## src/rtl/pipe_ctrl_pkg.sv

```systemverilog
// Shared definitions for the pipeline sequencer: FSM encoding, register
// address width and the canned control-word patterns driven to the banks.
package pipe_ctrl_pkg;

  localparam int REG_ADDR_W = 5;

  typedef enum logic [1:0] {
    ST_RUN      = 2'd0,
    ST_EX_WAIT  = 2'd1,
    ST_MEM_WAIT = 2'd2,
    ST_HALT     = 2'd3
  } state_e;

  typedef struct packed {
    logic pc_en;
    logic pc_sel_branch;
    logic ifid_en;
    logic idex_en;
    logic exmem_en;
    logic memwb_en;
    logic ifid_flush;
    logic idex_flush;
    logic exmem_flush;
    logic memwb_flush;
    logic ex_start;
  } ctrl_t;

  // Field order: pc_en sel | ifid idex exmem memwb enables | same flushes | ex_start
  localparam ctrl_t CTRL_OFF    = ctrl_t'(11'b00_0000_0000_0);
  localparam ctrl_t CTRL_RUN    = ctrl_t'(11'b10_1111_0000_0);
  localparam ctrl_t CTRL_BRANCH = ctrl_t'(11'b11_1111_1110_0);
  localparam ctrl_t CTRL_MULTI  = ctrl_t'(11'b00_0011_0010_1);
  localparam ctrl_t CTRL_EX_FRZ = ctrl_t'(11'b00_0011_0010_0);
  localparam ctrl_t CTRL_MEM    = ctrl_t'(11'b00_0001_0001_0);
  localparam ctrl_t CTRL_LOAD   = ctrl_t'(11'b00_0111_0100_0);

endpackage

```

## src/rtl/hazard_detect.sv

```systemverilog
// Load-use hazard compare between the ID instruction's sources and the
// destination of a load currently in EX. Purely combinational.
module hazard_detect
  import pipe_ctrl_pkg::*;
(
  input  logic [REG_ADDR_W-1:0] id_rs1,
  input  logic [REG_ADDR_W-1:0] id_rs2,
  input  logic                  id_uses_rs1,
  input  logic                  id_uses_rs2,
  input  logic [REG_ADDR_W-1:0] ex_rd,
  input  logic                  ex_mem_read,
  output logic                  load_use
);

  logic rs1_hit;
  logic rs2_hit;

  always_comb begin
    rs1_hit  = id_uses_rs1 && (id_rs1 == ex_rd);
    rs2_hit  = id_uses_rs2 && (id_rs2 == ex_rd);
    // x0 is hardwired to zero, so a load targeting it never creates a hazard.
    load_use = ex_mem_read && (ex_rd != '0) && (rs1_hit || rs2_hit);
  end

endmodule

```

## src/rtl/hazard_ctrl.sv

```systemverilog
// Pipeline sequencer: drives PC and bank enables/flushes, sequences multi-cycle
// EX operations and data-memory waits, and keeps saturating stall/flush counts.
module hazard_ctrl
  import pipe_ctrl_pkg::*;
#(
  parameter int CNT_W       = 16,
  parameter int MEM_TIMEOUT = 255
) (
  input  logic                  clk,
  input  logic                  rst,
  input  logic [REG_ADDR_W-1:0] idReadDir1,
  input  logic [REG_ADDR_W-1:0] idReadDir2,
  input  logic                  idUsesRS1,
  input  logic                  idUsesRS2,
  input  logic [REG_ADDR_W-1:0] exWriteDir,
  input  logic                  exMemRead,
  input  logic                  exMulti,
  input  logic                  exDone,
  input  logic                  memBranchTaken,
  input  logic                  memAccess,
  input  logic                  dmemReady,
  output logic                  pcEn,
  output logic                  pcSelBranch,
  output logic                  ifidEn,
  output logic                  idexEn,
  output logic                  exmemEn,
  output logic                  memwbEn,
  output logic                  ifidFlush,
  output logic                  idexFlush,
  output logic                  exmemFlush,
  output logic                  memwbFlush,
  output logic                  exStart,
  output logic                  memTimeout,
  output logic [CNT_W-1:0]      stallCount,
  output logic [CNT_W-1:0]      flushCount
);

  localparam int                WAIT_W    = $clog2(MEM_TIMEOUT + 1);
  localparam logic [WAIT_W-1:0] WAIT_LAST = WAIT_W'(MEM_TIMEOUT - 1);

  state_e            state_q,     state_d;
  state_e            resume_q,    resume_d;
  state_e            eff_state;
  logic [WAIT_W-1:0] wait_cnt_q,  wait_cnt_d;
  logic [CNT_W-1:0]  stall_cnt_q, stall_cnt_d;
  logic [CNT_W-1:0]  flush_cnt_q, flush_cnt_d;
  logic              timeout_q,   timeout_d;
  logic              load_use;
  logic              mem_wait;
  logic              start_mem_wait;
  logic              flush_evt;
  ctrl_t             ctrl;

  hazard_detect u_hazard_detect (
    .id_rs1      (idReadDir1),
    .id_rs2      (idReadDir2),
    .id_uses_rs1 (idUsesRS1),
    .id_uses_rs2 (idUsesRS2),
    .ex_rd       (exWriteDir),
    .ex_mem_read (exMemRead),
    .load_use    (load_use)
  );

  // NOTE: every signal written here gets a default first, so no path can
  // leave one unassigned and infer a latch.
  always_comb begin
    state_d        = state_q;
    resume_d       = resume_q;
    wait_cnt_d     = wait_cnt_q;
    timeout_d      = timeout_q;
    ctrl           = CTRL_RUN;
    start_mem_wait = 1'b0;
    flush_evt      = 1'b0;
    mem_wait       = memAccess && !dmemReady;

    // A finished memory wait behaves, that same cycle, like the state it interrupted.
    eff_state = state_q;
    if (state_q == ST_MEM_WAIT && dmemReady) begin
      eff_state = resume_q;
    end

    case (eff_state)
      ST_RUN: begin
        state_d = ST_RUN;
        if (mem_wait) begin
          ctrl           = CTRL_MEM;
          resume_d       = ST_RUN;
          start_mem_wait = 1'b1;
        end else if (memBranchTaken) begin
          ctrl      = CTRL_BRANCH;
          flush_evt = 1'b1;
        end else if (exMulti) begin
          ctrl    = CTRL_MULTI;
          state_d = ST_EX_WAIT;
        end else if (load_use) begin
          ctrl = CTRL_LOAD;
        end
      end
      ST_EX_WAIT: begin
        if (mem_wait) begin
          // The EX unit holds its result; come back here to capture it.
          ctrl           = CTRL_MEM;
          resume_d       = ST_EX_WAIT;
          start_mem_wait = 1'b1;
        end else if (exDone) begin
          ctrl    = CTRL_RUN;
          state_d = ST_RUN;
        end else begin
          ctrl    = CTRL_EX_FRZ;
          state_d = ST_EX_WAIT;
        end
      end
      ST_MEM_WAIT: begin
        ctrl       = CTRL_MEM;
        wait_cnt_d = wait_cnt_q + 1'b1;
        if (wait_cnt_q >= WAIT_LAST) begin
          timeout_d = 1'b1;
          state_d   = ST_HALT;
        end
      end
      ST_HALT: ctrl = CTRL_OFF;
      default: ctrl = CTRL_OFF;
    endcase

    if (start_mem_wait) begin
      wait_cnt_d = WAIT_W'(1);
      if (WAIT_LAST == '0) begin
        timeout_d = 1'b1;
        state_d   = ST_HALT;
      end else begin
        state_d = ST_MEM_WAIT;
      end
    end

    if (rst) begin
      ctrl = CTRL_OFF;
    end

    stall_cnt_d = stall_cnt_q;
    if (!ctrl.pc_en && (stall_cnt_q != '1)) begin
      stall_cnt_d = stall_cnt_q + 1'b1;
    end
    flush_cnt_d = flush_cnt_q;
    if (flush_evt && (flush_cnt_q != '1)) begin
      flush_cnt_d = flush_cnt_q + 1'b1;
    end
  end

  // NOTE: state registers use non-blocking assignments so every flop samples
  // the pre-edge value of the others, independent of statement order.
  always_ff @(posedge clk) begin
    if (rst) begin
      state_q     <= ST_RUN;
      resume_q    <= ST_RUN;
      wait_cnt_q  <= '0;
      stall_cnt_q <= '0;
      flush_cnt_q <= '0;
      timeout_q   <= 1'b0;
    end else begin
      state_q     <= state_d;
      resume_q    <= resume_d;
      wait_cnt_q  <= wait_cnt_d;
      stall_cnt_q <= stall_cnt_d;
      flush_cnt_q <= flush_cnt_d;
      timeout_q   <= timeout_d;
    end
  end

  assign pcEn        = ctrl.pc_en;
  assign pcSelBranch = ctrl.pc_sel_branch;
  assign ifidEn      = ctrl.ifid_en;
  assign idexEn      = ctrl.idex_en;
  assign exmemEn     = ctrl.exmem_en;
  assign memwbEn     = ctrl.memwb_en;
  assign ifidFlush   = ctrl.ifid_flush;
  assign idexFlush   = ctrl.idex_flush;
  assign exmemFlush  = ctrl.exmem_flush;
  assign memwbFlush  = ctrl.memwb_flush;
  assign exStart     = ctrl.ex_start;
  assign memTimeout  = timeout_q;
  assign stallCount  = stall_cnt_q;
  assign flushCount  = flush_cnt_q;

endmodule

```

## config.mk

```make
export PLATFORM = sky130hd
export DESIGN_NAME = hazard_ctrl
export DESIGN_NICKNAME = d
export VERILOG_FILES = /design/src/rtl/pipe_ctrl_pkg.sv /design/src/rtl/hazard_detect.sv /design/src/rtl/hazard_ctrl.sv
export SDC_FILE = /design/constraint.sdc
export NUM_CORES = 1
export LEC_CHECK = 0
export BUFFER_PORTS_ARGS = -buffer_cell sky130_fd_sc_hd__clkbuf_2
export CORE_ASPECT_RATIO = 2
export CORE_UTILIZATION = 48
export DETAILED_ROUTE_END_ITERATION = 10
export GPL_TIMING_DRIVEN = 0
export PLACE_DENSITY = 0.74
export SLEW_MARGIN = 10
export SYNTH_ARGS = -nofsm -noshare
export SYNTH_HDL_FRONTEND = slang
export SYNTH_HIERARCHICAL = 1
export SYNTH_SLANG_ARGS = --single-unit
```

## constraint.sdc

```tcl
create_clock -name clk -period 2.7 [get_ports clk]
set_clock_uncertainty 0.05 [all_clocks]
set_input_delay 0.405 -clock clk [delete_from_list [all_inputs] [get_ports clk]]
set_output_delay 0.405 -clock clk [all_outputs]
set_load 0.03 [all_outputs]
```

# Word-level counts from Yosys, hierarchy flattened
# Cells that the tools add are included.
# classes
n_addsub,3
n_lt_le_gt_ge,1
n_eq_ne,14
muxes,27
reduce_logical,23
# ops
cell,n
11-bit two-way mux,7
11-bit case mux with 4 select lines,1
"16-bit by 1-bit adder with 16-bit output, second input constant",2
"16-bit != test, second input constant",2
2-bit two-way mux,6
1-bit two-way mux,11
5-bit == test,2
3-bit AND reduction,3
"8-bit by 1-bit adder with 8-bit output, second input constant",1
"8-bit greater-or-equal comparator, second input constant",1
1-bit logical AND,8
"2-bit != test, second input constant",4
"2-bit == test, second input constant",3
"3-bit != test, second input constant",2
2-bit case mux with 3 select lines,1
5-bit nonzero test,1
2-bit case mux with 2 select lines,1
2-bit nonzero test,2
4-bit nonzero test,1
2-bit OR reduction,2
3-bit nonzero test,1
"2-bit by 1-bit == test with 1-bit output, second input constant",1
1-bit logical NOT,2
2-bit logical NOT,1
other kinds (2),2
# totals
reg_bits,45
inputBits,25
output_inout_bits,44
wordCells,76

# Depth between registers and ports, before layout
# Gate-level depths: netlist of run 1.
# depth
word_depth,12
depth_mapped,11

# Cells and area by module
# The synthesis of run 1 kept the hierarchy.
# by_module_without_submodules
mod,instances,cells_per_inst,area_per_inst_um2
hazard_ctrl,1,311,2575.0
hazard_detect,1,17,133.9

# Worst setup path after synthesis of run 1
# Ideal clock, no wire load.
# synth_path
kind,register -> output
start,register state_q[1]
end,output idexEn
t_arrival_ns,2.734
slack_ns,-0.489
path_stages_with_launch,8
n_path_buf,2
path_cell_list,dfxtp_1 clkbuf_1 nand3_1 nand2_1 inv_1 ha_1 buf_6 a2111oi_0
# synth_via
elab_chain_cells,6
elab_cells_between_ends,9
classes_between,eq/ne (4); mux (3); reduce/logical (2)
# synth_rtl
element,line_no,text
from (decl),hazard_ctrl.sv:41,"state_e state_q, state_d;"
from (signal assigned),hazard_ctrl.sv:160,state_q <= state_d;
2-bit == test,hazard_ctrl.sv:78,if (state_q == ST_MEM_WAIT && dmemReady) begin
1-bit logical AND,hazard_ctrl.sv:78,
2-bit two-way mux *,hazard_ctrl.sv:78,
"2-bit == test, or another cell as far along",hazard_ctrl.sv:82,case (eff_state)
11-bit case mux with 4 select lines *,hazard_ctrl.sv:82,
11-bit two-way mux *,hazard_ctrl.sv:135,if (rst) begin
to (decl),hazard_ctrl.sv:25,"output logic idexEn,"
# Mark *: on every way between the ends. The rest lies on a longest branch, timed or not.

# Worst setup path after layout of run 1
# layout_path
start,input exWriteDir[4]
end,output ifidEn
# layout_via
elab_chain_cells,10
elab_cells_between_ends,14
classes_between,eq/ne (2); mux (6); reduce/logical (6)
# layout_rtl
element,line_no,text
from (decl),hazard_ctrl.sv:15,"input logic [REG_ADDR_W-1:0] exWriteDir,"
"5-bit == test, on equally long branches","hazard_detect.sv:19, hazard_detect.sv:20",
"1-bit logical AND, on equally long branches","hazard_detect.sv:19, hazard_detect.sv:20",
1-bit logical OR,hazard_detect.sv:22,load_use = ex_mem_read && (ex_rd != '0) && (rs1_hit || rs2_hit);
1-bit logical AND *,hazard_detect.sv:22,
net load_use,hazard_ctrl.sv:48,logic load_use;
11-bit two-way mux *,hazard_ctrl.sv:95,end else if (load_use) begin
11-bit two-way mux *,hazard_ctrl.sv:92,end else if (exMulti) begin
11-bit two-way mux *,hazard_ctrl.sv:89,end else if (memBranchTaken) begin
11-bit two-way mux *,hazard_ctrl.sv:85,if (mem_wait) begin
11-bit case mux with 4 select lines *,hazard_ctrl.sv:82,
11-bit two-way mux *,hazard_ctrl.sv:135,
to (decl),hazard_ctrl.sv:24,"output logic ifidEn,"
# The timed path passes the listed nets; every way through them passes the cells marked *.

==> results of run 1 <==
[layer usage]
metal / global-route usage [%] / vias to the layer above / wire length (µm)
li1: - / 1373 / -
met2: 47.93 / 61 / 4033
met4: 8.750 / 0 / 142
met1: 25.96 / 1337 / 2771
met3: 4.641 / 12 / 242
met5: 0 / - / 0
[state kept, by name, indices dropped and copies added, names as in the netlist]
| name | cells |
|---|---|
| stallCount | 16 |
| wait_cnt_q | 8 |
| flushCount | 16 |
| resume_q | 1 |
| state_q | 2 |
| memTimeout | 1 |
[what timing repair did]
action / CTS / global route
setup buffers: 3 / 0
pin swaps: 4 / 4
gates resized for setup: 9 / 14
setup endpoints to repair: 3 / 3
[cell families after synthesis]
group | synth area share (%)
adders and majority gates | 4.157
and+or+nand+nor | 31.22
buffers and inverters | 5.543
muxes | 4.065
DFF | 32.52
xor gates and xnor gates | 4.527
AOI/OAI and AO/OA | 17.97
[worst min-delay path by stage]
stage	startpoint	to	slack (ns)	depth (start not counted)
after floorplan	wait_cnt_q[7]	wait_cnt_q[7]	0.41	2
after global placement	memTimeout	memTimeout	0.41	2
after detailed placement	memTimeout	memTimeout	0.41	2
after CTS	memAccess	wait_cnt_q[0]	0.43	3
after global routing	memAccess	wait_cnt_q[0]	0.44	3
final	memAccess	wait_cnt_q[0]	0.42	3
[cell type report]
| cell class | instances | area [µm²] | area share, % |
|---|---|---|---|
| Clock inverter | 1 | 30.03 | 0.9006 |
| Sequential cell | 44 | 884.6 | 26.53 |
| Inverter | 10 | 37.54 | 1.126 |
| Multi-Input combinational cell | 254 | 1727 | 51.78 |
| Tap cell | 60 | 75.07 | 2.251 |
| Clock buffer | 7 | 96.34 | 2.889 |
| Timing Repair Buffer | 69 | 384.1 | 11.52 |
| Buffer | 17 | 100.1 | 3.002 |
[critical path: cells and delay by family]
kind            cells  cell delay, ns
compound gates      3            0.59
simple gates        2            0.77
buf+inv             3            0.43
[power by group through the flow]
stage	Clock, W	Combinational (W)	Sequential, W
after global placement	0	0.000247	0.000690
after detailed placement	0	0.000251	0.000691
after CTS	0.000585	0.000262	0.000678
after floorplan	0	0.000162	0.000702
final	0.000573	0.000270	0.000678
after global routing	0.000602	0.000294	0.000680
[per-stage QoR]
| stage | setup WS, ns | utilization [%] | TNS, ns | instance area [µm²] |
|---|---|---|---|---|
| 3_5_place_dp | -0.3689 | 57.76 | -1.061 | 3131 |
| 5_1_grt | 0.003205 | 61.52 | 0 | 3334 |
| 3_3_place_gp | -0.3510 | 57.76 | -0.8052 | 3131 |
| 2_1_floorplan | 0.008686 | - | 0 | 2725 |
| 6_report | 0.04713 | 61.52 | 0 | 3334 |
| 4_1_cts | 0.001536 | 60.90 | 0 | 3301 |
[placed cells by master, fill, tap and decap left out, types with 9 or more instances in the layout]
cell      instances
nand2_1          19
nor2_1           23
nor2b_1          11
nand3_1          18
o31ai_1          13
o21ai_0          11
nor4_1           10
nand4_1          13
dfxtp_1          43
inv_1            10
a21oi_1          26
ha_1              9
clkbuf_2         62
xor2_1           12
or4_1            13
==> summary.txt, run 1 <==
Outcome
  – Status: completed

Synthesis
  – Top-count cell post-synth: dfxtp_1
  – Sequential area share after synthesis: 32.52%
  – Post-synthesis area per instance: between 8 and 9 µm²
  – Post-synthesis sequential element count: 44
  – Post-synth top area share: about 33%
  – Summed instance area of the synthesized netlist: about 0.0027 mm²
  – Synth top area cells: dfxtp_1 33%, a21oi_1 5.2%, ha_1 4.2%
  – Number of enable-type register cells in the synthesized netlist: 0
  – Instance count of the mapped netlist: 328
  – Cell taking the most area after synthesis: dfxtp_1
  – Count of unique library cells instantiated by Yosys: ~50
  – Net count of the mapped netlist: around 360
  – Count of yosys warnings during synthesis: 6
  – Leading post-synthesis cells by instance count: 44 x dfxtp_1, 28 x a21oi_1, 23 x nor2_1, 19 x nand2_1, 18 x nand3_1
  – Share of flip-flops with an asynchronous set or reset after synthesis: 0%
  – Flip-flop cell with the highest count after synthesis: dfxtp_1

Power
  – Clock group share of total power: a little under two fifths
  – Maximum VDD drop: roughly 450 µV
  – Total internal power: 0.001090 W
  – Sequential power share: about 45%
  – Total power divided by cell area: around 460 mW/mm²
  – Switching part of the total: ~28%
  – Net Switching: 0.0004311 W
  – Final Power: around 0.0015 W
  – Power share of the combinational group: 17.8%
  – Static leakage: between 1 and 1.5 nW

Flow run
  – Total of max-cap violations: 0

Timing
  – Setup repair after global routing missed its margin: false
  – Period utilization: 98.25%
  – Worst slack on hold paths: approximately 0.42 ns
  – Post-layout min period: 2.653 ns
  – Pins over their slew limit: 0
  – Worst Max-Slew Pin Slew: about 0.63 ns
  – Number of hold-slack violations in the final timing report: 0
  – Total of endpoints with negative setup slack in the final report: 0
  – Maximum frequency from static timing analysis: around 380 MHz
  – Max-slew headroom at the worst pin: between 50% and 60%

Placement
  – Cell count after placement: roughly 450
  – Routability-driven placement congestion ratio: between 0.8 and 0.9
  – Post-detailed-placement half-perimeter wirelength: roughly 5400 µm
  – IO buf count: 66

Worst setup path
  – Cell mode on critical path: buf_6
  – Max stage delay on crit path: around 0.52 ns
  – Capture point of the worst reg-to-reg path: flushCount[13]
  – Worst endpoint data arrival time: between 2 and 2.5 ns
  – Slowest-stage cell, CP: or4_4
  – Number of cells traversed by the worst register-to-register path: 10
  – Critical Path Fanout Max: 4
  – Worst path cell trace: clkbuf_2 > or4_4 > o21ai_2 > a21oi_2 > or2_1 > a2111oi_4 > buf_6 > buf_6
  – Kind of end point of the critical path: output pin
  – Data required time of the worst path: roughly 2.3 ns
  – Critical path capture point: ifidEn
  – Type of element launching the critical path: input port
  – Start point of the critical path: exWriteDir[4]
  – R2r startpoint: state_q[0]
  – Setup slack of the most critical reg-to-reg path: about 0.17 ns
  – Class of the most critical setup path: in2out

GRT
  – Antenna violations before repair: 0
  – Pin count of the biggest net entering global routing: 14
  – Combined global-route utilization of all metal layers: 25.48%
  – Wire length of the first global-routing pass: about 11000 µm
  – Grt ovf: 0
  – Via count of the first global-routing pass: ~2500

Route
  – Antenna Nets Post-Route: 0
  – Router iterations before antenna repair: 4
  – Total vias in the final route: around 2800
  – Average detailed-routed wire length per instance: between 15 and 20 µm
  – Initial DRC Count: just under 80
  – Sum of routed wire length over all layers: 7189 µm
  – Via count normalized by instance count: approximately 6.0
  – DRC: 0

Layout
  – Share of cells above drive strength 1: about 29%
  – Antenna cells: 0
  – Layout-stage area growth over the synthesis result: 23.09%
  – Non-filler instance count after layout: approximately 460
  – Nets@finish: between 400 and 500
  – Filler Cells Inserted: 510

Clocking
  – Maximum buffer depth of the clock tree: 2
  – TritonCTS clock tree: done
  – Clk Latency, worst-skew pair: 0.31 ns
  – Number of H-tree levels: 2
  – Clk pin slew, worst setup/hold paths: ~0.090 ns
  – CTS Buf Count: 5
  – # hold bufs at CTS: 0
  – Master cell of the clock root buffer: clkbuf_8
  – CTS sink count: 44

Die
  – Number of core rows: 38
  – Height of the die: ~110 µm
  – Area of the die: approximately 0.0060 mm²
  – Initial core utilization: between 40% and 50%
  – Core area: 0.005420 mm²
  – Number of top-level pins: 69
  – Width of the die: approximately 55 µm

Worst hold path
  – Type of the most critical hold path: in2reg
(Power assumes the default switching activity.)
==> inputs of run 2 (changes only) <==
CORE_MARGIN = 2   (was default)
CORE_UTILIZATION = 57   (was 48)
PLACE_DENSITY = 0.83   (was 0.74)
clock period = 3.35 ns   (was 2.7 ns; I/O delays follow)
==> summary.txt, run 2 (same netlist as run 1, synthesis figures left out) <==
Clocking
  – Master cell of the clock root buffer: clkbuf_8
  – Clk Latency, worst-skew pair: approximately 0.3 ns
  – Number of H-tree levels: 2
  – Maximum buffer depth of the clock tree: 2
  – TritonCTS clock tree: done
  – # hold bufs at CTS: 0
  – CTS Buf Count: 5
  – CTS sink count: 44
  – Clk pin slew, worst setup/hold paths: 0.08 ns

Worst setup path
  – Max stage delay on crit path: 0.52 ns
  – R2r startpoint: state_q[1]
  – Class of the most critical setup path: in2out
  – Worst endpoint data arrival time: around 2.6 ns
  – Number of cells traversed by the worst register-to-register path: 8
  – Critical Path Fanout Max: 11
  – Data required time of the worst path: roughly 2.8 ns
  – Kind of end point of the critical path: output pin
  – Capture point of the worst reg-to-reg path: stallCount[7]
  – Slowest-stage cell, CP: or4_1
  – Setup slack of the most critical reg-to-reg path: approximately 0.7 ns
  – Type of element launching the critical path: input port
  – Worst path cell trace: clkbuf_2 > or4_1 > o21ai_1 > a21oi_1 > or2_1 > a2111oi_4 > buf_6 > buf_4 > buf_4 > clkbuf_2

Timing
  – Worst slack on hold paths: between 0.4 and 0.5 ns
  – Total of endpoints with negative setup slack in the final report: 0
  – Pins over their slew limit: 0
  – Post-layout min period: approximately 3.2 ns
  – Number of hold-slack violations in the final timing report: 0
  – Max-slew headroom at the worst pin: 58.88%
  – Setup repair after global routing missed its margin: false
  – Maximum frequency from static timing analysis: between 300 and 400 MHz
  – Period utilization: a little over nine tenths
  – Summed negative setup slack over all endpoints: 0 ns
  – Worst Max-Slew Pin Slew: around 0.61 ns

Die
  – Height of the die: between 100 and 150 µm
  – Core area: roughly 0.0046 mm²
  – Area of the die: about 0.0054 mm²
  – Initial core utilization: slightly below 60%
  – Width of the die: between 50 and 60 µm
  – Number of core rows: 35
  – Number of top-level pins: 69

Worst hold path
  – Startpoint of the tightest hold check path: memTimeout
  – Type of the most critical hold path: reg2reg
  – Worst hold path stage count: 2
  – WHS Endpoint: memTimeout

GRT
  – Wire length of the first global-routing pass: ~12000 µm
  – Via count of the first global-routing pass: about 2700
  – Combined global-route utilization of all metal layers: between 20% and 30%
  – Pin count of the biggest net entering global routing: 14
  – Antenna violations before repair: 0
  – Grt ovf: 0

Placement
  – Routability-driven placement congestion ratio: between 0.8 and 0.9
  – IO buf count: between 60 and 70
  – Post-detailed-placement half-perimeter wirelength: about 5400 µm

Route
  – Antenna Nets Post-Route: 0
  – Via count normalized by instance count: 6.124
  – Router iterations before antenna repair: 5
  – Initial DRC Count: slightly below 70
  – Total vias in the final route: about 2800
  – DRC: 0
  – Average detailed-routed wire length per instance: ~16 µm
  – Sum of routed wire length over all layers: 7312 µm

Power
  – Final Power: roughly 0.0012 W
  – Maximum VDD drop: about 420 µV
  – Static leakage: 1.321 nW
  – Total power divided by cell area: approximately 370 mW/mm²

Outcome
  – Status: completed

Layout
  – Layout-stage area growth over the synthesis result: 20.74%
  – Antenna cells: 0
  – Most common library cell in the layout ignoring fill and taps: clkbuf_2
  – Share of cells above drive strength 1: 26.80%
  – Most frequent cells in the layout: 66 x clkbuf_2, 44 x dfxtp_1, 28 x a21oi_1
  – Nets@finish: about 440

Flow run
  – Total of max-cap violations: 0
run 2: cell types whose count changed in the layout (fill, tap and decap cells not counted), sizes merged:
cell,previous run,this run
buf,17,15
clkbuf,76,79
run 2: worst max-delay path by stage:
stage	cells past startpoint	start	to	slack, ns
final	10	exWriteDir[0]	pcEn	0.19
after detailed placement	10	exWriteDir[0]	pcEn	-0.11
after global placement	10	exWriteDir[0]	pcEn	-0.03
after floorplan	7	state_q[1]	idexEn	0.06
after global routing	10	exWriteDir[0]	pcEn	0.05
after CTS	10	exWriteDir[0]	pcEn	0.05
run 2: layout make-up:
cell class              count  area (µm²)
plain buffers              19       115.1
clock buffers               7       96.34
clock inverters             1       30.03
fillers                   414        1328
inverters                  10       37.54
multi-input cells         254        1697
flip-flops and latches     44       880.8
well taps                  55       68.82
repair buffers             68       345.3
run 2: where the power goes:
group	total, W	switching, W	internal [W]
registers	0.000546	0.0000136	0.000533
clock network	0.000453	0.000190	0.000263
logic	0.000210	0.000133	0.0000761
run 2: routing by layer:
layer / GRT usage (%) / part of all wire [%]
met1: 32.53 / 38
met5: 0 / 0
met4: 11.24 / 1.7
met3: 5.162 / 4.0
met2: 53.56 / 56
run 2: per-stage QoR:
step | std cells | util [%] | cell area [µm²] | setup WS, ns
2_1_floorplan | 328 | - | 2709 | 0.06372
3_3_place_gp | 449 | 67.59 | 3108 | -0.03180
3_5_place_dp | 449 | 67.59 | 3108 | -0.1075
4_1_cts | 456 | 70.45 | 3239 | 0.05298
5_1_grt | 458 | 71.13 | 3271 | 0.04886
6_report | 458 | 71.13 | 3271 | 0.1923
run 2: worst max-delay path, delay by kind of cell:
family | cells | cell delay, ns
buffers and inverters | 5 | 0.75
AOI/OAI and AO/OA | 3 | 0.59
and+or+nand+nor | 2 | 0.77
run 2: repair_timing:
| action | in CTS | in global routing |
|---|---|---|
| endpoints found under the setup margin | 2 | 2 |
| pin swaps | 0 | 1 |
| buffers inserted | 0 | 2 |
| resized for setup | 3 | 2 |
==> inputs of run 3 (changes only) <==
ABC_AREA = 1   (was default)
CORE_UTILIZATION = 59   (was 57)
PLACE_DENSITY = 0.84   (was 0.83)
==> summary.txt, run 3 <==
Clocking
  – Buffers inserted by post-CTS timing repair: 0
  – Maximum buffer depth of the clock tree: 2
  – Clk pin slew, worst setup/hold paths: roughly 0.090 ns
  – Clk Latency, worst-skew pair: around 0.3 ns
  – Master cell of the clock root buffer: clkbuf_8
  – CTS Buf Count: 5
  – Post-cts gate resize count: 0
  – Number of H-tree levels: 2
  – CTS sink count: 44
  – # hold bufs at CTS: 0
  – TritonCTS clock tree: done

Worst setup path
  – Type of element launching the critical path: flip-flop
  – Max stage delay on crit path: 0.42 ns
  – Number of cells traversed by the worst register-to-register path: 12
  – Setup slack of the most critical reg-to-reg path: just under 0.9 ns
  – Start point of the critical path: state_q[1]
  – Capture point of the worst reg-to-reg path: stallCount[11]
  – R2r startpoint: state_q[1]
  – Slowest-stage cell, CP: o21ai_0
  – Kind of end point of the critical path: output pin
  – Worst endpoint data arrival time: roughly 2.4 ns
  – Worst path cell trace: nand2_1 > o21ai_0 > inv_1 > ha_1 > clkbuf_2 > nand3_1 > nand2_1 > nor2_1 > buf_4 > clkbuf_2
  – Class of the most critical setup path: reg2out
  – Data required time of the worst path: around 2.8 ns
  – Critical Path Fanout Max: 8

Synthesis
  – Summed instance area of the synthesized netlist: around 0.003 mm²
  – Flip-flop cell with the highest count after synthesis: dfxtp_1
  – Post-synthesis area per instance: ~6.2 µm²
  – Count of yosys warnings during synthesis: 6
  – Top-count cell post-synth: nand2_1
  – Synth top area cells: dfxtp_1 30%, nand2_1 20%, nor2_1 7.7%
  – Post-synth top area share: between 20% and 30%
  – Leading post-synthesis cells by instance count: 155 x nand2_1, 61 x nor2_1, 51 x inv_1, 44 x dfxtp_1, 40 x a21oi_1
  – Post-synthesis sequential element count: 44
  – Number of enable-type register cells in the synthesized netlist: 0
  – Net count of the mapped netlist: a little over 500
  – Share of flip-flops with an asynchronous set or reset after synthesis: 0%
  – Cell taking the most area after synthesis: dfxtp_1
  – Sequential area share after synthesis: between 20% and 30%
  – Count of unique library cells instantiated by Yosys: 35
  – Instance count of the mapped netlist: between 400 and 500

Die
  – Height of the die: around 100 µm
  – Area of the die: about 0.0056 mm²
  – Number of core rows: 36
  – Number of top-level pins: just under 70
  – Core area: just under 0.005 mm²
  – Initial core utilization: 61.03%
  – Width of the die: ~54 µm

GRT
  – Combined global-route utilization of all metal layers: roughly 27%
  – Grt ovf: 0
  – Wire length of the first global-routing pass: between 10000 and 15000 µm
  – Pin count of the biggest net entering global routing: 16
  – Via count of the first global-routing pass: 3045
  – Antenna violations before repair: 0

Power
  – Net Switching: about 0.00036 W
  – Total power divided by cell area: roughly 340 mW/mm²
  – Final Power: approximately 0.0012 W
  – Total internal power: slightly above 0.0008 W
  – Sequential power share: between 40% and 50%
  – Static leakage: 1.568 nW
  – Switching part of the total: 30.48%
  – Clock group share of total power: between 30% and 40%
  – Power share of the combinational group: 18.8%
  – Maximum VDD drop: approximately 310 µV

Layout
  – Sequential cell area: ~900 µm²
  – Post-Layout Inst Area: roughly 0.0035 mm²
  – Most frequent cells in the layout: 155 x nand2_1, 68 x clkbuf_2, 61 x nor2_1
  – Nets@finish: 584
  – Share of cells above drive strength 1: a little under a fifth
  – Layout-stage area growth over the synthesis result: 17.57%
  – Filler Cells Inserted: 450
  – Antenna cells: 0
  – Most common library cell in the layout ignoring fill and taps: nand2_1
  – Multi-input gate area in the final layout: around 0.0018 mm²
  – Util after Layout: roughly 70%

Placement
  – Routability-driven placement congestion ratio: 0.9327
  – Area after DPL: roughly 0.0034 mm²
  – Worst slack at placement: 0.4378 ns
  – Post-detailed-placement half-perimeter wirelength: ~5600 µm
  – IO buf count: 67

Timing
  – Summed negative setup slack over all endpoints: 0 ns
  – Period utilization: 88.38%
  – Total of endpoints with negative setup slack in the final report: 0
  – Post-layout min period: between 2 and 3 ns
  – Maximum frequency from static timing analysis: 337.7 MHz
  – Fin worst setup slack: between 0.3 and 0.4 ns
  – Worst Max-Slew Pin Slew: 0.5754 ns
  – Max-slew headroom at the worst pin: 61.64%
  – Pins over their slew limit: 0
  – Setup repair after global routing missed its margin: false
  – Number of hold-slack violations in the final timing report: 0

Route
  – Total vias in the final route: between 3000 and 4000
  – DRC: 0
  – Initial DRC Count: 60
  – Sum of routed wire length over all layers: a little over 7000 µm
  – Average detailed-routed wire length per instance: approximately 12 µm
  – Antenna Nets Post-Route: 0
  – Via count normalized by instance count: 5.206
  – Router iterations before antenna repair: 6

Outcome
  – Status: completed

Worst hold path
  – Worst hold path stage count: 1
  – Startpoint of the tightest hold check path: wait_cnt_q[7]
  – WHS Endpoint: wait_cnt_q[7]
  – Type of the most critical hold path: reg2reg

Flow run
  – Total of max-cap violations: 0
-- run 3: worst max path at each step --
stage / end / slack [ns] / depth (start not counted)
5_1_grt: pcEn / 0.07 / 10
6_report: pcEn / 0.39 / 10
3_5_place_dp: pcEn / 0.44 / 11
2_1_floorplan: exmemFlush / 0.39 / 8
3_3_place_gp: pcEn / 0.49 / 11
4_1_cts: pcEn / 0.36 / 10
-- run 3: worst max-delay path: cells and delay by family, from the launching register on --
family	cells	cell delay, ns
buffers and inverters	4	0.66
and+or+nand+nor	4	0.43
adders and majority gates	1	0.22
DFF	1	0.37
AOI/OAI and AO/OA	1	0.42
-- run 3: power groups by stage --
stage / clock network [W] / registers (W) / logic, W
after floorplan: 0 / 0.000572 / 0.000144
after global placement: 0 / 0.000559 / 0.000221
after detailed placement: 0 / 0.000559 / 0.000225
after CTS: 0.000431 / 0.000547 / 0.000226
after global routing: 0.000443 / 0.000549 / 0.000250
final: 0.000424 / 0.000547 / 0.000225
-- run 3: through the flow --
| stage | instances | hold slack (ns) |
|---|---|---|
| after global placement | 600 | 0.3840 |
| after CTS | 608 | 0.4034 |
| after detailed placement | 600 | 0.3898 |
| after floorplan | 476 | 0.3721 |
| final | 608 | 0.4041 |
| after global routing | 608 | 0.4432 |
-- run 3: cells by family after synthesis --
family	Yosys count	share of synthesized area (%)
simple gates	281	41.72
buf+inv	66	9.312
compound gates	57	9.903
flops	44	29.67
xor+xnor	19	5.605
fa+ha+maj	9	3.793
-- run 3: final cells by class --
cell class / count / area share, %
multi-input combinational: 366 / 51.90
timing repair buffer: 67 / 9.606
clock inverter: 3 / 1.326
tap: 57 / 2.043
inverter: 55 / 5.914
sequential: 44 / 25.23
clock buffer: 5 / 1.971
buffer: 11 / 2.007
-- run 3: metal layers --
metal	up-vias	global-route usage [%]	part of all wire, %
met2	79	51.20	56
met1	1424	25.65	37
met3	17	4.167	3.8
met4	0	12.14	3.0
li1	1645	-	-
met5	-	0	0
